File: config.mk
export PLATFORM = sky130hd
export DESIGN_NAME = pix_line_fetch
export DESIGN_NICKNAME = d
export VERILOG_FILES = /design/src/rtl/pix_line_fetch.sv
export SDC_FILE = /design/constraint.sdc
export NUM_CORES = 1
export LEC_CHECK = 0
export ABC_AREA = 0
export CAP_MARGIN = 15
export CORE_ASPECT_RATIO = 1.75
export CORE_MARGIN = 4
export CORE_UTILIZATION = 53
export DETAILED_ROUTE_END_ITERATION = 8
export PLACE_DENSITY_LB_ADDON = 0.1
export SLEW_MARGIN = 15
export SYNTH_ARGS = -nofsm -noshare
export SYNTH_HDL_FRONTEND = slang
export SYNTH_SLANG_ARGS = --single-unit
File: constraint.sdc
create_clock -name iCLK -period 3.99 [get_ports iCLK]
set_input_delay 0.399 -clock iCLK [delete_from_list [all_inputs] [get_ports iCLK]]
set_output_delay 0.399 -clock iCLK [all_outputs]
set_load 0.01 [all_outputs]
File: src/rtl/pix_line_fetch.sv
// Avalon-MM burst reader that fetches a frame one line at a time and streams the
// pixels through a small show-ahead FIFO into the SCANLINE pixel-write port.
module pix_line_fetch #(
  parameter int pWIDTH      = 640,
  parameter int pHEIGHT     = 480,
  parameter int pBURST      = 16,
  parameter int pFIFO_DEPTH = 32
) (
  input  logic                                         iCLK,
  input  logic                                         iRESET,
  input  logic                                         iENABLE,
  input  logic                                         iFRAME_START,
  input  logic [31:0]                                  iFB_BASE,
  output logic [31:0]                                  oAVM_ADDRESS,
  output logic                                         oAVM_READ,
  output logic [$clog2(pBURST):0]                      oAVM_BURSTCOUNT,
  input  logic                                         iAVM_WAITREQUEST,
  input  logic [15:0]                                  iAVM_READDATA,
  input  logic                                         iAVM_READDATAVALID,
  output logic [14:0]                                  oPIX_RGB,
  output logic                                         oPIX_WRITE,
  output logic                                         oPIX_START,
  input  logic                                         iPIX_FULL,
  output logic                                         oBUSY,
  output logic [((pHEIGHT > 1) ? $clog2(pHEIGHT) : 1)-1:0] oLINE,
  output logic [1:0]                                   oDBG_STATE
);

  localparam int cLW  = (pHEIGHT > 1) ? $clog2(pHEIGHT) : 1;
  localparam int cCW  = $clog2(pWIDTH + 1);
  localparam int cFW  = $clog2(pFIFO_DEPTH + 1);
  localparam int cPW  = (pFIFO_DEPTH > 1) ? $clog2(pFIFO_DEPTH) : 1;
  localparam int cBCW = $clog2(pBURST) + 1;

  typedef enum logic [1:0] {
    sIDLE   = 2'd0,
    sLSTART = 2'd1,
    sFETCH  = 2'd2,
    sLEND   = 2'd3
  } fetchState_t;

  // Handshakes: a read burst transfers on a clock edge where oAVM_READ=1 and
  // iAVM_WAITREQUEST=0 (address/read held until then); a beat transfers on every
  // edge with iAVM_READDATAVALID=1 (never throttled); a pixel transfers on every
  // edge with oPIX_WRITE=1, which is only raised while iPIX_FULL=0.

  fetchState_t      state;
  logic [31:0]      lineAddr;
  logic [31:0]      reqAddr;
  logic             avmRead;
  logic             pixStart;
  logic             busy;
  logic [cLW-1:0]   line;
  logic [cCW-1:0]   reqWords;
  logic [cCW-1:0]   wrCount;
  logic [cFW-1:0]   outstanding;

  logic [14:0]      fifoMem [pFIFO_DEPTH];
  logic [cPW-1:0]   rdPtr;
  logic [cPW-1:0]   wrPtr;
  logic [cFW-1:0]   fifoCount;

  logic             avmAccept;
  logic             creditOk;
  logic             pixWrite;
  logic             fifoPush;
  logic             unusedReadMsb;

  function automatic logic [cPW-1:0] nextPtr(input logic [cPW-1:0] p);
    return (p == cPW'(pFIFO_DEPTH - 1)) ? '0 : p + cPW'(1);
  endfunction

  assign avmAccept     = avmRead && !iAVM_WAITREQUEST;
  assign fifoPush      = iAVM_READDATAVALID;
  assign unusedReadMsb = iAVM_READDATA[15];

  // Words already buffered plus words still in flight must leave room for a whole burst.
  assign creditOk = (int'(fifoCount) + int'(outstanding) + pBURST) <= pFIFO_DEPTH;

  assign pixWrite = (state == sFETCH) && (fifoCount != '0) && !iPIX_FULL &&
                    (int'(wrCount) < pWIDTH);

  always_ff @(posedge iCLK) begin
    if (iRESET) begin
      state    <= sIDLE;
      lineAddr <= '0;
      reqAddr  <= '0;
      avmRead  <= 1'b0;
      pixStart <= 1'b0;
      busy     <= 1'b0;
      line     <= '0;
      reqWords <= '0;
      wrCount  <= '0;
    end else begin
      pixStart <= 1'b0;
      case (state)
        sIDLE: begin
          if (iFRAME_START && iENABLE) begin
            lineAddr <= iFB_BASE;
            line     <= '0;
            busy     <= 1'b1;
            pixStart <= 1'b1;
            state    <= sLSTART;
          end
        end
        sLSTART: begin
          reqWords <= '0;
          wrCount  <= '0;
          reqAddr  <= lineAddr;
          state    <= sFETCH;
        end
        sFETCH: begin
          if (avmAccept) begin
            avmRead  <= 1'b0;
            reqWords <= reqWords + cCW'(pBURST);
            reqAddr  <= reqAddr + 32'(2 * pBURST);
          end else if (!avmRead && (int'(reqWords) < pWIDTH) && creditOk) begin
            avmRead <= 1'b1;
          end
          if (pixWrite) begin
            wrCount <= wrCount + cCW'(1);
            if (wrCount == cCW'(pWIDTH - 1)) begin
              state <= sLEND;
            end
          end
        end
        sLEND: begin
          if (line == cLW'(pHEIGHT - 1)) begin
            busy  <= 1'b0;
            state <= sIDLE;
          end else begin
            line     <= line + cLW'(1);
            lineAddr <= lineAddr + 32'(2 * pWIDTH);
            pixStart <= 1'b1;
            state    <= sLSTART;
          end
        end
        default: state <= sIDLE;
      endcase
    end
  end

  // In-flight word count; a same-cycle acceptance and beat nets to pBURST-1.
  always_ff @(posedge iCLK) begin
    if (iRESET) begin
      outstanding <= '0;
    end else begin
      case ({avmAccept, fifoPush})
        2'b10:   outstanding <= outstanding + cFW'(pBURST);
        2'b01:   outstanding <= outstanding - cFW'(1);
        2'b11:   outstanding <= outstanding + cFW'(pBURST) - cFW'(1);
        default: outstanding <= outstanding;
      endcase
    end
  end

  always_ff @(posedge iCLK) begin
    if (iRESET) begin
      rdPtr     <= '0;
      wrPtr     <= '0;
      fifoCount <= '0;
    end else begin
      if (fifoPush) begin
        wrPtr <= nextPtr(wrPtr);
      end
      if (pixWrite) begin
        rdPtr <= nextPtr(rdPtr);
      end
      case ({fifoPush, pixWrite})
        2'b10:   fifoCount <= fifoCount + cFW'(1);
        2'b01:   fifoCount <= fifoCount - cFW'(1);
        default: fifoCount <= fifoCount;
      endcase
    end
  end

  always_ff @(posedge iCLK) begin
    if (fifoPush) begin
      fifoMem[wrPtr] <= iAVM_READDATA[14:0];
    end
  end

  assign oAVM_ADDRESS    = reqAddr;
  assign oAVM_READ       = avmRead;
  assign oAVM_BURSTCOUNT = cBCW'(pBURST);
  assign oPIX_RGB        = (fifoCount != '0) ? fifoMem[rdPtr] : 15'd0;
  assign oPIX_WRITE      = pixWrite;
  assign oPIX_START      = pixStart;
  assign oBUSY           = busy;
  assign oLINE           = line;
  assign oDBG_STATE      = state;

endmodule

==> results of run 1 <==
## synthesized netlist by cell type (all sizes together), types with 3 or more instances
library cell / count / area, um2
and2: 5 / 31.3
xnor2: 11 / 96.3
edfxtp: 480 / 14400
nand3b: 13 / 97.6
a21o: 3 / 22.5
nand4b: 4 / 35.0
a211oi: 23 / 173
mux2i: 42 / 420
or3: 13 / 81.3
buf: 39 / 204
clkbuf: 63 / 238
a31oi: 12 / 75.1
and4b: 3 / 30.0
and4: 4 / 35.0
o22ai: 23 / 144
ha: 32 / 400
dfxtp: 121 / 2420
nor3b: 3 / 22.5
a221oi: 4 / 35.0
a311oi: 9 / 78.8
o31ai: 7 / 52.6
nand4: 24 / 150
nand2b: 17 / 106
and3: 13 / 81.3
nor2: 132 / 495
nor4: 11 / 90.1
inv: 34 / 128
xor2: 16 / 140
or4: 7 / 56.3
nor2b: 8 / 50.1
mux2: 32 / 360
nand3: 38 / 190
a21oi: 95 / 475
o21ai: 46 / 230
nor3: 34 / 170
nand2: 84 / 315
a22oi: 5 / 37.5
mux4: 120 / 2700
a2111oi: 5 / 43.8
## worst register-to-register path: cells and delay by family (launching register included)
kind	cells	cell delay (ns)
compound gates	5	1.16
simple gates	2	0.75
buf+inv	1	0.21
fa+ha+maj	2	0.53
xor+xnor	1	0.18
flops	1	0.42
## through the flow
step	hold slack (ns)	setup slack, ns
6_report	0.273	0.177
5_1_grt	0.289	0.0932
4_1_cts	0.265	0.129
3_5_place_dp	0.447	0.669
3_3_place_gp	0.443	0.718
2_1_floorplan	0.432	0.751
## worst min-delay path by stage
stage                      startpoint              to  slack, ns  depth (start not counted)
after global routing           iRESET    fifoCount[0]       0.29                          2
after floorplan            wrCount[9]      wrCount[9]       0.43                          2
after global placement    lineAddr[0]     lineAddr[0]       0.44                          2
after CTS                      iRESET    fifoCount[0]       0.27                          2
final                          iRESET  outstanding[2]       0.27                          2
after detailed placement  lineAddr[4]     lineAddr[4]       0.45                          2
## report_power, final
group / total (mW) / switching (mW) / internal (mW)
combinational: 2.06 / 1.16 / 0.897
clock: 4.95 / 2.27 / 2.68
sequential: 7.29 / 0.314 / 6.98
total: 14.3 / 3.74 / 10.6
## flip-flops by register name, indices dropped and copies added (netlist names), 6 cells and up, named ones only
name and flops:
fifoCount 6, wrCount 10, lineAddr 32, outstanding 6
reqWords 6, oLINE 9, fifoMem 480, oAVM_ADDRESS 32
## per-layer routing
metal	vias to the layer above	routed length, um
met5	-	0
met4	0	2130
met3	115	3120
met2	501	33200
met1	7628	22100
li1	6806	-
## area by class of cell
cell class              instances  area (um2)
clock buffers                  63        1390
fillers                      3587       18100
inverters                      34         128
flip-flops and latches        601       16800
multi-input cells             934        7920
clock inverters                31         260
repair buffers                180        1700
well taps                     588         736
## cell families (layout without fill, tap and decap cells)
family,after synthesis,count (layout),share of synthesized area [%]
AO/OA/AOI/OAI,257,257,6.38
XOR/XNOR,27,27,0.937
adder cells (fa/ha/maj),33,33,1.67
buffers and inverters,136,308,2.26
flip-flops,601,601,66.7
multiplexers,194,194,13.8
other,2,5,0.0298
AND/OR/NAND/NOR,418,418,8.23
==> impl_metrics.tcl, run 1 <==
set metrics [dict create \
    outcome "finished, final reports clean" \
    slew_viol_final 0 \
    final_common_cell "edfxtp_1" \
    avgViaCountPerCell 6.19 \
    grt_pass1_vias 15400 \
    startpoint_type "flip-flop" \
    gp_congestion 0.933 \
    cp_top_family "buffers and inverters" \
    cts_root_buf "clkbuf_16" \
    layout.nets 1892 \
    fin_util_pct 61.6 \
    die_area_um2 51300 \
    num_rows 105 \
    firstDrtPassIters 5 \
    min_path_type "in -> reg" \
    reg2reg_depth 11 \
    synth_cell_types 74 \
    r2r_setup_slack_ns 0.62 \
    critPathMaxStageDelay_ns 0.55 \
    grt-ovfl-total 0 \
    use_met1_pct 28.0 \
    drtIter0Drc 1089 \
    io_buffers 115 \
    arrival_ns 3.41 \
    ys_seq_area_share_pct 66.7 \
    yosysWarnings 0 \
    rsz0062_at_grt "no" \
    crit_path_cell_trace "buf_12, mux4_2, mux2i_1, nor2_1, a21oi_1, o22ai_1, clkdlybuf4s50_1" \
    vias 15100 \
    cts.sinks 601 \
    die_w_um 173 \
    synthFlopType "edfxtp_1" \
    finish.instance_area_um2 29000 \
    synth_cells 1668 \
    dp_hpwl_um 38800 \
    clkTransAtPathRegs_ns 0.06 \
    post-route-drc-count 0 \
    final_cells 2431 \
    grt_use_met3_pct 2.76 \
    drive_above_1_share_pct 17.8 \
    clockBufferDepth 3 \
    hold_violations 0 \
    holdBufCountCts 0 \
    r2r-start "fifoCount[1]" \
    ys_seq_elements 601 \
    crit_slowest_cell "mux4_2" \
    grt_max_degree 58 \
    numCtsBuffers 53 \
    synth.avg_cell_area_um2 15.1 \
    dp.cells 2337 \
    clkLatencyLatePin_ns 0.59 \
    powerDensity_nw_per_um2 493 \
    setup_violations 0 \
    cp.depth 7 \
    postCtsSetupBuffers 0 \
    async_reset_ff_share_pct 0 \
    mostFrequentLayoutCells "edfxtp_1 (480), nor2_1 (132), mux4_2 (120)" \
    fmax_mhz 262 \
    diodes 0 \
    ir_worst_vdd_uv 365 \
    tns_ns 0 \
    synth-edff-count 480 \
    crit_type "reg -> out" \
    antenna_found_initial 0 \
    wl_per_cell_um 24.9 \
    die_h_um 297 \
    worst_slew_pin_slew_ns 1.15 \
    cap_violations 0 \
    cts_tree "done" \
    end_kind "output pin" \
    top_usage_layer "met2" \
    path_buf_inv 2 \
    ant_nets 0 \
    syn_area_um2 25200 \
    total_power_mw 14.3 \
    cp-endpoint "oPIX_RGB[0]" \
    syn_to_final_growth_pct 14.8 \
    slew_headroom_pct 22.9 \
    post-route-min-period_ns 3.81 \
    placed_area_um2 27400 \
    p_leak_nw 9.21 \
    grt_pass1_wl_um 92400 \
    core_um2 47000 \
    htree_num_levels 2 \
    cts_resized 0 \
    clock_skew_ns 0.0275 \
    start_util_pct 53.7 \
    grt_use_total_pct 23.6 \
    worst-path-max-fanout 29 \
    use_met2_pct 44.5 \
    fin_crit_sh_pct 95.6 \
    wirelength_um 60500 \
    r2r-end "fifoCount[4]" \
    boundaryPins 122 \
    worstPathRequired_ns 3.59 \
]
Power figures use the tool's default switching activity.
==> inputs of run 2 (changes only) <==
--- a/config.mk
+++ b/config.mk
@@ -11,6 +11,7 @@
 export CORE_MARGIN = 4
 export CORE_UTILIZATION = 53
 export DETAILED_ROUTE_END_ITERATION = 8
+export MAX_ROUTING_LAYER = met4
 export PLACE_DENSITY_LB_ADDON = 0.1
 export SLEW_MARGIN = 15
 export SYNTH_ARGS = -nofsm -noshare
==> run 2 against run 1 <==
Compared with the run above:
- register-to-register slack gained 0.02 ns
- global-route usage grew 0.42 points
- power is essentially flat
- combinational power is essentially flat
- final area is essentially flat
- largest power group unchanged
==> impl_metrics.tcl, run 2 (synthesis results as in run 1) <==
set metrics [dict create \
    fin_ws_ns 0.140 \
    num_rows 105 \
    r2r-start "fifoCount[1]" \
    wl_met3_um 2550 \
    drive_above_1_share_pct 17.8 \
    crit_path_cell_trace "buf_12, buf_12, mux4_2, mux2_2, a21oi_1, o22ai_1, clkdlybuf4s50_1" \
    slew_viol_final 0 \
    startpoint_type "flip-flop" \
    vias 14700 \
    r2r_setup_slack_ns 0.64 \
    rsz0062_at_grt "no" \
    hold_end "outstanding[5]" \
    worstPathRequired_ns 3.59 \
    dp_hpwl_um 38400 \
    crit_slowest_cell "dfxtp_4" \
    min_path_type "in -> reg" \
    fillerInstances 3579 \
    slew_headroom_pct 28.3 \
    reg2reg_depth 11 \
    r2r-end "fifoCount[4]" \
    outcome "finished, final reports clean" \
    routedLengthMet1_um 22500 \
    tns_ns 0 \
    start_util_pct 53.7 \
    clkLatencyLatePin_ns 0.59 \
    die_h_um 297 \
    met2_wirelength_um 32500 \
    cap_violations 0 \
    firstDrtPassIters 7 \
    grt_use_total_pct 24.0 \
    setup_violations 0 \
    fmax_mhz 260 \
    dp.cells 2339 \
    die_w_um 173 \
    cts_resized 0 \
    clockBufferDepth 3 \
    p_leak_nw 9.25 \
    placed_area_um2 27400 \
    largest_reg_flops 480 \
    worst_slew_pin_slew_ns 1.08 \
    layout.nets 1893 \
    finish.instance_area_um2 29000 \
    hold_start "iRESET" \
    cts_root_buf "clkbuf_16" \
    ir_worst_vdd_uv 349 \
    fin_crit_sh_pct 96.5 \
    worst-path-max-fanout 21 \
    critPathMaxStageDelay_ns 0.53 \
    crit_type "reg -> out" \
    cts_tree "done" \
    post-route-drc-count 0 \
    grt-ovfl-total 0 \
    end_kind "output pin" \
    boundaryPins 122 \
    diodes 0 \
    htree_num_levels 2 \
    wl_per_cell_um 24.5 \
    top_layer "met4" \
    holdPathStages 2 \
    antenna_found_initial 0 \
    gp_congestion 0.924 \
    drtIter0Drc 1078 \
    io_buffers 115 \
    post-route-min-period_ns 3.85 \
    numCtsBuffers 52 \
    pre_cts_slack_ns 0.617 \
    holdBufCountCts 0 \
    clkTransAtPathRegs_ns 0.07 \
    largest-register "fifoMem" \
    crit_path_frequent_cell "buf_12" \
    grt_pass1_vias 15300 \
    grt_pass1_wl_um 91600 \
    wirelength_um 59700 \
    final_common_cell "edfxtp_1" \
    die_area_um2 51300 \
    grt_max_degree 59 \
    ant_nets 0 \
    avgViaCountPerCell 6.05 \
    hold_violations 0 \
    total_power_mw 14.3 \
    arrival_ns 3.45 \
    syn_to_final_growth_pct 14.9 \
    cts.sinks 601 \
    postCtsSetupBuffers 0 \
    core_um2 47000 \
    clock_skew_ns 0.0182 \
    final_cells 2436 \
    mostFrequentLayoutCells "edfxtp_1 (480), nor2_1 (132), mux4_2 (120)" \
    powerDensity_nw_per_um2 493 \
]
run 2: changes by cell type in the layout (fill, tap and decap cells not counted), sizes merged:
cell,previous run,this run
buf,74,77
bufinv,3,4
clkbuf,63,66
clkdlybuf4s50,106,105
clkinv,20,22
clkinvlp,6,3
run 2: metrics by stage:
step / utilization (%) / hold slack, ns
after floorplan: - / 0.432
after global routing: 61.7 / 0.345
after detailed placement: 58.2 / 0.450
after global placement: 58.2 / 0.444
final: 61.7 / 0.302
after CTS: 61.8 / 0.316
run 2: worst max-delay path by stage:
| stage | to | start | depth (start not counted) | slack [ns] |
|---|---|---|---|---|
| 6_report | oPIX_RGB[5] | flip-flop | 7 | 0.14 |
| 5_1_grt | oPIX_RGB[6] | flip-flop | 7 | 0.04 |
| 3_5_place_dp | fifoCount[4] | iPIX_FULL | 12 | 0.62 |
| 4_1_cts | oPIX_RGB[5] | flip-flop | 7 | 0.08 |
| 2_1_floorplan | fifoCount[4] | fifoCount[1] | 14 | 0.75 |
| 3_3_place_gp | fifoCount[4] | iPIX_FULL | 12 | 0.71 |
run 2: layer usage:
metal / vias up / track usage, %
li1: 6799 / -
met4: 0 / 8.53
met5: - / -
met1: 7382 / 28.0
met3: 106 / 2.30
met2: 439 / 43.8
run 2: area by class of cell:
cell class	count	area [um2]	area share (%)
flip-flops and latches	601	16800	58.1
clock inverters	31	277	0.954
multi-input cells	934	7920	27.3
repair buffers	182	1710	5.89
inverters	34	128	0.440
well taps	588	736	2.54
clock buffers	66	1390	4.78
run 2: where the power goes:
part	switching, mW	total, mW	internal [mW]
logic	1.15	2.05	0.895
clock network	2.24	4.97	2.73
registers	0.306	7.28	6.98
run 2: worst max-delay path: cells and delay by family, from the launching register on:
family	cells	cell delay (ns)
buffers and inverters	3	1.00
multiplexers	2	0.79
AO/OA/AOI/OAI	2	0.51
flip-flops	1	0.53
